### src/rtl/backbone_pkg.sv
// rtl/backbone_pkg.sv - shared widths, sequencer state enum, tile-command struct and helpers
package backbone_pkg;

    localparam int DATA_W    = 8;
    localparam int ACC_W     = 32;
    localparam int CMD_IDX_W = 16;

    typedef enum logic [1:0] {
        SEQ_IDLE,
        SEQ_ISSUE,
        SEQ_DRAIN,
        SEQ_DONE
    } seq_state_e;

    typedef struct packed {
        logic [CMD_IDX_W-1:0] m_base;
        logic [CMD_IDX_W-1:0] n_base;
        logic [CMD_IDX_W-1:0] k_base;
        logic [CMD_IDX_W-1:0] m_len;
        logic [CMD_IDX_W-1:0] n_len;
        logic [CMD_IDX_W-1:0] k_len;
        logic                 acc_clear;
        logic                 acc_last;
    } tile_cmd_t;

    function automatic int ceil_div(input int a, input int b);
        return (a + b - 1) / b;
    endfunction

    function automatic int min_int(input int a, input int b);
        return (a < b) ? a : b;
    endfunction

    function automatic int max_int(input int a, input int b);
        return (a > b) ? a : b;
    endfunction

endpackage

### src/rtl/gemm_tile_counter.sv
// rtl/gemm_tile_counter.sv - m/n/k tile index nest, k innermost then n then m
// Ports:
//   i_clk, i_rst        clock, asynchronous active-high reset
//   i_clear             return all indices to zero
//   i_advance           step to the next tile (wraps to zero after the last)
//   o_m_idx/o_n_idx/o_k_idx  current tile indices
//   o_k_first, o_k_last k index at 0 / at KT-1
//   o_last              current tile is the final tile of the job
module gemm_tile_counter #(
    parameter int MT = 2,
    parameter int NT = 2,
    parameter int KT = 3,
    parameter int W  = 4
) (
    input  logic         i_clk,
    input  logic         i_rst,
    input  logic         i_clear,
    input  logic         i_advance,
    output logic [W-1:0] o_m_idx,
    output logic [W-1:0] o_n_idx,
    output logic [W-1:0] o_k_idx,
    output logic         o_k_first,
    output logic         o_k_last,
    output logic         o_last
);

    logic [W-1:0] r_m;
    logic [W-1:0] r_n;
    logic [W-1:0] r_k;
    logic         w_k_wrap;
    logic         w_n_wrap;
    logic         w_m_wrap;

    assign w_k_wrap = (r_k == W'(KT - 1));
    assign w_n_wrap = (r_n == W'(NT - 1));
    assign w_m_wrap = (r_m == W'(MT - 1));

    always_ff @(posedge i_clk or posedge i_rst) begin
        if (i_rst) begin
            r_m <= '0;
            r_n <= '0;
            r_k <= '0;
        end else if (i_clear) begin
            r_m <= '0;
            r_n <= '0;
            r_k <= '0;
        end else if (i_advance) begin
            if (!w_k_wrap) begin
                r_k <= r_k + W'(1);
            end else begin
                r_k <= '0;
                if (!w_n_wrap) begin
                    r_n <= r_n + W'(1);
                end else begin
                    r_n <= '0;
                    r_m <= w_m_wrap ? '0 : r_m + W'(1);
                end
            end
        end
    end

    assign o_m_idx   = r_m;
    assign o_n_idx   = r_n;
    assign o_k_idx   = r_k;
    assign o_k_first = (r_k == '0);
    assign o_k_last  = w_k_wrap;
    assign o_last    = w_k_wrap & w_n_wrap & w_m_wrap;

endmodule

### src/rtl/gemm_tile_sequencer.sv
// rtl/gemm_tile_sequencer.sv - issues GEMM tile commands to a systolic array with outstanding-tile flow control
// Ports:
//   i_clk, i_rst                    clock, asynchronous active-high reset
//   i_start                         begin a job (accepted only when idle)
//   o_busy, o_done, o_err           job active, one-cycle completion pulse, sticky protocol error
//   o_cmd_valid / i_cmd_ready       tile command handshake
//   o_cmd_{m,n,k}_base, _len        tile origin and valid extent (zero when o_cmd_valid is low)
//   o_cmd_acc_clear, o_cmd_acc_last first / last K tile of an output block
//   i_tile_done                     one pulse per completed command, in issue order
//   o_perf_cycles, o_perf_stall     only with GEMM_SEQ_PERF_EN: busy cycles, stalled-command cycles
module gemm_tile_sequencer
    import backbone_pkg::*;
#(
    parameter int  ROWS            = 4,
    parameter int  COLS            = 4,
    parameter int  K_TILE          = 4,
    parameter int  M_TOTAL         = 8,
    parameter int  N_TOTAL         = 8,
    parameter int  K_TOTAL         = 12,
    parameter int  MAX_OUTSTANDING = 2,
    localparam int IDX_W           = $clog2(max_int(M_TOTAL, max_int(N_TOTAL, K_TOTAL)) + 1)
) (
    input  logic             i_clk,
    input  logic             i_rst,
    input  logic             i_start,
    output logic             o_busy,
    output logic             o_done,
    output logic             o_err,
    output logic             o_cmd_valid,
    input  logic             i_cmd_ready,
    output logic [IDX_W-1:0] o_cmd_m_base,
    output logic [IDX_W-1:0] o_cmd_n_base,
    output logic [IDX_W-1:0] o_cmd_k_base,
    output logic [IDX_W-1:0] o_cmd_m_len,
    output logic [IDX_W-1:0] o_cmd_n_len,
    output logic [IDX_W-1:0] o_cmd_k_len,
    output logic             o_cmd_acc_clear,
    output logic             o_cmd_acc_last,
`ifdef GEMM_SEQ_PERF_EN
    output logic [31:0]      o_perf_cycles,
    output logic [31:0]      o_perf_stall,
`endif
    input  logic             i_tile_done
);

    localparam int MT = ceil_div(M_TOTAL, ROWS);
    localparam int NT = ceil_div(N_TOTAL, COLS);
    localparam int KT = ceil_div(K_TOTAL, K_TILE);

    seq_state_e       r_state;
    logic             r_busy;
    logic             r_done;
    logic             r_err;
    logic             r_cmd_valid;
    logic [2:0]       r_out;
    logic [2:0]       w_out_next;
    logic             w_xfer;
    logic             w_td_ok;
    logic             w_td_err;
    logic             w_start_acc;
    logic [IDX_W-1:0] w_m_idx;
    logic [IDX_W-1:0] w_n_idx;
    logic [IDX_W-1:0] w_k_idx;
    logic             w_k_first;
    logic             w_k_last;
    logic             w_last;

    assign w_xfer      = r_cmd_valid & i_cmd_ready;
    assign w_td_ok     = i_tile_done & (r_out != 3'd0);
    assign w_td_err    = i_tile_done & (r_out == 3'd0);
    assign w_out_next  = r_out + {2'b00, w_xfer} - {2'b00, w_td_ok};
    assign w_start_acc = i_start & (r_state == SEQ_IDLE);

    gemm_tile_counter #(
        .MT (MT),
        .NT (NT),
        .KT (KT),
        .W  (IDX_W)
    ) u_counter (
        .i_clk     (i_clk),
        .i_rst     (i_rst),
        .i_clear   (w_start_acc),
        .i_advance (w_xfer),
        .o_m_idx   (w_m_idx),
        .o_n_idx   (w_n_idx),
        .o_k_idx   (w_k_idx),
        .o_k_first (w_k_first),
        .o_k_last  (w_k_last),
        .o_last    (w_last)
    );

    always_ff @(posedge i_clk or posedge i_rst) begin
        if (i_rst) begin
            r_state     <= SEQ_IDLE;
            r_busy      <= 1'b0;
            r_done      <= 1'b0;
            r_err       <= 1'b0;
            r_cmd_valid <= 1'b0;
            r_out       <= 3'd0;
        end else begin
            r_out  <= w_out_next;
            // a tile_done arriving in the same cycle as an accepted start still flags
            r_err  <= w_td_err | (r_err & ~w_start_acc);
            r_done <= 1'b0;
            case (r_state)
                SEQ_IDLE: begin
                    if (w_start_acc) begin
                        r_state     <= SEQ_ISSUE;
                        r_busy      <= 1'b1;
                        r_cmd_valid <= 1'b1;
                    end
                end
                SEQ_ISSUE: begin
                    if (w_xfer && w_last) begin
                        r_state     <= SEQ_DRAIN;
                        r_cmd_valid <= 1'b0;
                    end else begin
                        // the command stays held while stalled since the count cannot grow without a transfer
                        r_cmd_valid <= (w_out_next < 3'(MAX_OUTSTANDING));
                    end
                end
                SEQ_DRAIN: begin
                    if (w_out_next == 3'd0) begin
                        r_state <= SEQ_DONE;
                        r_done  <= 1'b1;
                    end
                end
                SEQ_DONE: begin
                    r_state <= SEQ_IDLE;
                    r_busy  <= 1'b0;
                end
                default: r_state <= SEQ_IDLE;
            endcase
        end
    end

    // command fields come straight from the index registers, so they only move on a transfer
    assign o_cmd_m_base    = r_cmd_valid ? IDX_W'(int'(w_m_idx) * ROWS) : '0;
    assign o_cmd_n_base    = r_cmd_valid ? IDX_W'(int'(w_n_idx) * COLS) : '0;
    assign o_cmd_k_base    = r_cmd_valid ? IDX_W'(int'(w_k_idx) * K_TILE) : '0;
    assign o_cmd_m_len     = r_cmd_valid ? IDX_W'(min_int(ROWS, M_TOTAL - int'(w_m_idx) * ROWS)) : '0;
    assign o_cmd_n_len     = r_cmd_valid ? IDX_W'(min_int(COLS, N_TOTAL - int'(w_n_idx) * COLS)) : '0;
    assign o_cmd_k_len     = r_cmd_valid ? IDX_W'(min_int(K_TILE, K_TOTAL - int'(w_k_idx) * K_TILE)) : '0;
    assign o_cmd_acc_clear = r_cmd_valid & w_k_first;
    assign o_cmd_acc_last  = r_cmd_valid & w_k_last;
    assign o_cmd_valid     = r_cmd_valid;
    assign o_busy          = r_busy;
    assign o_done          = r_done;
    assign o_err           = r_err;

`ifdef GEMM_SEQ_PERF_EN
    logic [31:0] r_perf_cycles;
    logic [31:0] r_perf_stall;

    always_ff @(posedge i_clk or posedge i_rst) begin
        if (i_rst) begin
            r_perf_cycles <= '0;
            r_perf_stall  <= '0;
        end else if (w_start_acc) begin
            r_perf_cycles <= '0;
            r_perf_stall  <= '0;
        end else begin
            if (r_busy && (r_perf_cycles != '1)) begin
                r_perf_cycles <= r_perf_cycles + 32'd1;
            end
            if (r_cmd_valid && !i_cmd_ready && (r_perf_stall != '1)) begin
                r_perf_stall <= r_perf_stall + 32'd1;
            end
        end
    end

    assign o_perf_cycles = r_perf_cycles;
    assign o_perf_stall  = r_perf_stall;
`endif

endmodule

### config.mk
export PLATFORM = sky130hd
export DESIGN_NAME = gemm_tile_sequencer
export DESIGN_NICKNAME = d
export VERILOG_FILES = /design/src/rtl/backbone_pkg.sv /design/src/rtl/gemm_tile_counter.sv /design/src/rtl/gemm_tile_sequencer.sv
export SDC_FILE = /design/constraint.sdc
export NUM_CORES = 1
export LEC_CHECK = 0
export CAP_MARGIN = 20
export CORE_MARGIN = 5
export CORE_UTILIZATION = 45
export DETAILED_ROUTE_END_ITERATION = 10
export PLACE_DENSITY = 0.77
export SYNTH_ARGS = -nofsm -noshare
export SYNTH_HDL_FRONTEND = slang
export SYNTH_HIERARCHICAL = 1
export SYNTH_SLANG_ARGS = --single-unit
### constraint.sdc
create_clock -name i_clk -period 3.1 [get_ports i_clk]
set_clock_uncertainty 0.1 [all_clocks]
set_input_delay 0.775 -clock i_clk [delete_from_list [all_inputs] [get_ports i_clk]]
set_output_delay 0.775 -clock i_clk [all_outputs]
set_load 0.01 [all_outputs]
==> impl_metrics.csv <==
group,metric,value,unit
clock_tree,htree_num_levels,1,
sta,setup_ws,0.116,ns
final_layout,nNetsFinal,212,
synthesis,yosysWarnings,6,
hold_path,worstHoldPathType,"reg -> reg",
worst_setup_path,worstSetupPathType,"reg -> out",
worst_setup_path,crit_path_max_fanout,9,
power_and_ir_drop,clkPwrFrac,8.4,%
sta,hold_ws,0.426,ns
placement,gp_congestion,0.824,
routing,postRouteAntennaNets,0,
global_route,gr-total-overflow,0,
synthesis,synth_compound_area_share,9.78,%
sta,hold_violations,0,
synthesis,async_reset_ff_share,100,%
synthesis,synth-main-ff-cell,"dfrtp_1",
die,io_pins,35,
synthesis,synth_edf_count,0,
global_route,grt_max_degree,17,
worst_setup_path,critPathLaunchType,"flip-flop",
power_and_ir_drop,power.density,894,nW/um2
global_route,track_usage,15.2,%
worst_setup_path,crit_arrival,2.11,ns
power_and_ir_drop,switchingPower,0.000672,W
routing,wl,3190,um
placement,dpl.hpwl,2470,um
placement,place_area,1770,um2
global_route,grt_pass1_wl,5360,um
routing,drc,0,
final_layout,drive_gt1_share,18.7,%
synthesis,mappedNetlistArea,1510,um2
die,dieWidth,67.9,um
final_layout,stdcell_area,1870,um2
die,die-area,4610,um2
placement,port_buffers,22,
final_layout,antenna_cells,0,
sta,finalWorstPathRequiredPeriod,2.98,ns
placement,place_ws,-0.468,ns
clock_tree,path_clk_slew,0.13,ns
final_layout,final_util,56.9,%
power_and_ir_drop,p_leak,0.887,nW
routing,route.vias.total,1209,
clock_tree,clock_latency,0.32,ns
sta,slew_violations,0,
power_and_ir_drop,power.internal,0.000999,W
power_and_ir_drop,comb_power_share,63.2,%
outcome,status,"finished clean",
die,core_area,3280,um2
clock_tree,holdBufCountCts,0,
synthesis,synth_adder_area_share,11.3,%
synthesis,synth-simple-area-share,24.0,%
synthesis,synth_top_family_by_area,"simple AND/OR/NAND/NOR gates",
synthesis,synthDistinctLibCells,45,
die,initial_core_util,46.0,%
clock_tree,numCtsBuffers,3,
clock_tree,tritoncts,"built",
synthesis,synth_mux_area_share,4.47,%
synthesis,ys_seq_area_share,34.8,%
die,row_count,21,
routing,dr.first_iter.drc_count,40,
routing,drt_pass1_iterations,4,
clock_tree,root_buffer,"clkbuf_4",
worst_setup_path,required,2.22,ns
routing,wl_per_cell,13.4,um
final_layout,area_delta_synth_final,23.7,%
synthesis,yosys_register_bits,21,
synthesis,synth_cells,161,
die,dieHeight,67.9,um
final_layout,fill_cells,322,
sta,rsz0062_at_grt,"false",
global_route,first_global_vias,1228,
power_and_ir_drop,swShare,40.2,%
power_and_ir_drop,p_seq_share,28.4,%
sta,finalCritPeriodShare,96.3,%
power_and_ir_drop,peakVddDrop,0.000649,V
global_route,antenna_found_initial,0,
sta,setup_viol_count_final,0,
synthesis,synth.avg_cell_area,9.38,um2
routing,vias_per_cell,5.06,
worst_setup_path,cp-end-kind,"output pin",
clock_tree,cts_buffer_depth,2,
synthesis,synth_xor_area_share,2.73,%
clock_tree,cts.sinks,21,
job,max_cap_viol_count,0,
sta,fmax,0.335,GHz
cell type report:
cell class              count  area (um2)  share of cell area, %
clock buffers               3        22.5                   1.21
multi-input cells         116         866                   46.3
clock inverters             1        7.51                  0.402
inverters                  18        75.1                   4.02
well taps                  46        57.6                   3.08
flip-flops and latches     21         528                   28.3
repair buffers             34         312                   16.7
state kept, by name, summed over array words and instances, names as in the netlist:
signal	count
u_counter/o_m_idx	4
r_state	2
o_cmd_valid	1
o_busy	1
o_done	1
u_counter/o_k_idx	4
r_out	3
o_err	1
u_counter/o_n_idx	4
per-layer routing:
layer / wire (um) / GRT usage, % / vias up
li1: - / - / 589
met1: 1340 / 17.2 / 593
met2: 1720 / 27.3 / 25
met3: 114 / 4.27 / 2
met4: 13 / 4.71 / 0
met5: 0 / 0 / -
logic make-up after synthesis:
kind of cell / count (synthesis)
simple gates: 59
buf+inv: 35
compound gates: 23
flops: 21
fa+ha+maj: 13
mux: 6
xor+xnor: 3
other cells: 1
path summary, 6_finish.rpt:
kind	start	slack (ns)	to	cells past startpoint
max	u_counter/o_k_idx[2]	0.12	o_cmd_acc_last	4
min	o_err	0.43	o_err	1
max reg2reg	r_out[1]	0.23	r_state[1]	11
min reg2reg	o_err	0.43	o_err	1
max in group asynchronous	i_rst	1.87	u_counter/o_k_idx[1]	2
min in group asynchronous	i_rst	0.63	o_busy	2
per-stage QoR:
| step | cells | TNS, ns | power, W |
|---|---|---|---|
| 6_report | 239 | 0 | 0.00167 |
| 5_1_grt | 239 | 0 | 0.00183 |
| 4_1_cts | 235 | -0.0181 | 0.00164 |
| 3_5_place_dp | 230 | -0.895 | 0.00145 |
| 3_3_place_gp | 230 | -0.475 | 0.00140 |
| 2_1_floorplan | 172 | 0 | 0.00105 |
worst max-delay path, cell delays in order (launching register included):
cell	delay (ns)
dfrtp_2	0.46
or4b_4	0.57
inv_8	0.11
and2_1	0.12
clkdlybuf4s50_1	0.53
repair_timing:
item,in CTS,in global routing
cloned,0,0
resized for setup,5,7
pin swaps,3,4
buffers inserted,1,4
setup endpoints to repair,3,3
cell usage in the layout, fill, tap and decap left out, drive strengths merged, types with 3 or more instances in the layout:
cell type and n:
buf 12, nand2 8, ha 12, dfrtp 21, nor3b 3, nor3 5
nor2 9, o21ai 4, inv 17, clkbuf 3, a21oi 8, conb 12
nor4 3, mux2i 3, nand3 5, nor2b 3, nand4b 4, o31ai 3
mux2 3, and2 9, clkdlybuf4s50 20
power by group through the flow:
stage                     registers [W]  logic [W]  clock network, W
final                          0.000474    0.00106          0.000141
after detailed placement       0.000469   0.000984                 0
after CTS                      0.000468    0.00102          0.000146
after global placement         0.000465   0.000932                 0
after floorplan                0.000470   0.000579                 0
after global routing           0.000486    0.00118          0.000162
cells in the mapped netlist (2+ instances only):
library cell,count,area [um2]
dfrtp_1,21,526
inv_1,15,56.3
buf_4,12,90.1
ha_1,12,150
and2_1,9,56.3
nor2_1,9,33.8
a21oi_1,8,40.0
nand2_1,8,30.0
clkbuf_1,4,15.0
nand3_1,4,20.0
nand4b_1,4,35.0
nor3_1,4,20.0
o21ai_0,4,20.0
mux2i_1,3,30.0
nor2b_1,3,18.8
nor3b_1,3,22.5
nor4_1,3,18.8
o31ai_1,3,22.5
mux2_1,2,22.5
nand2b_1,2,12.5
o21a_1,2,15.0
or3b_2,2,17.5
xor2_1,2,17.5
No activity file was read; power rests on OpenSTA's default activity.
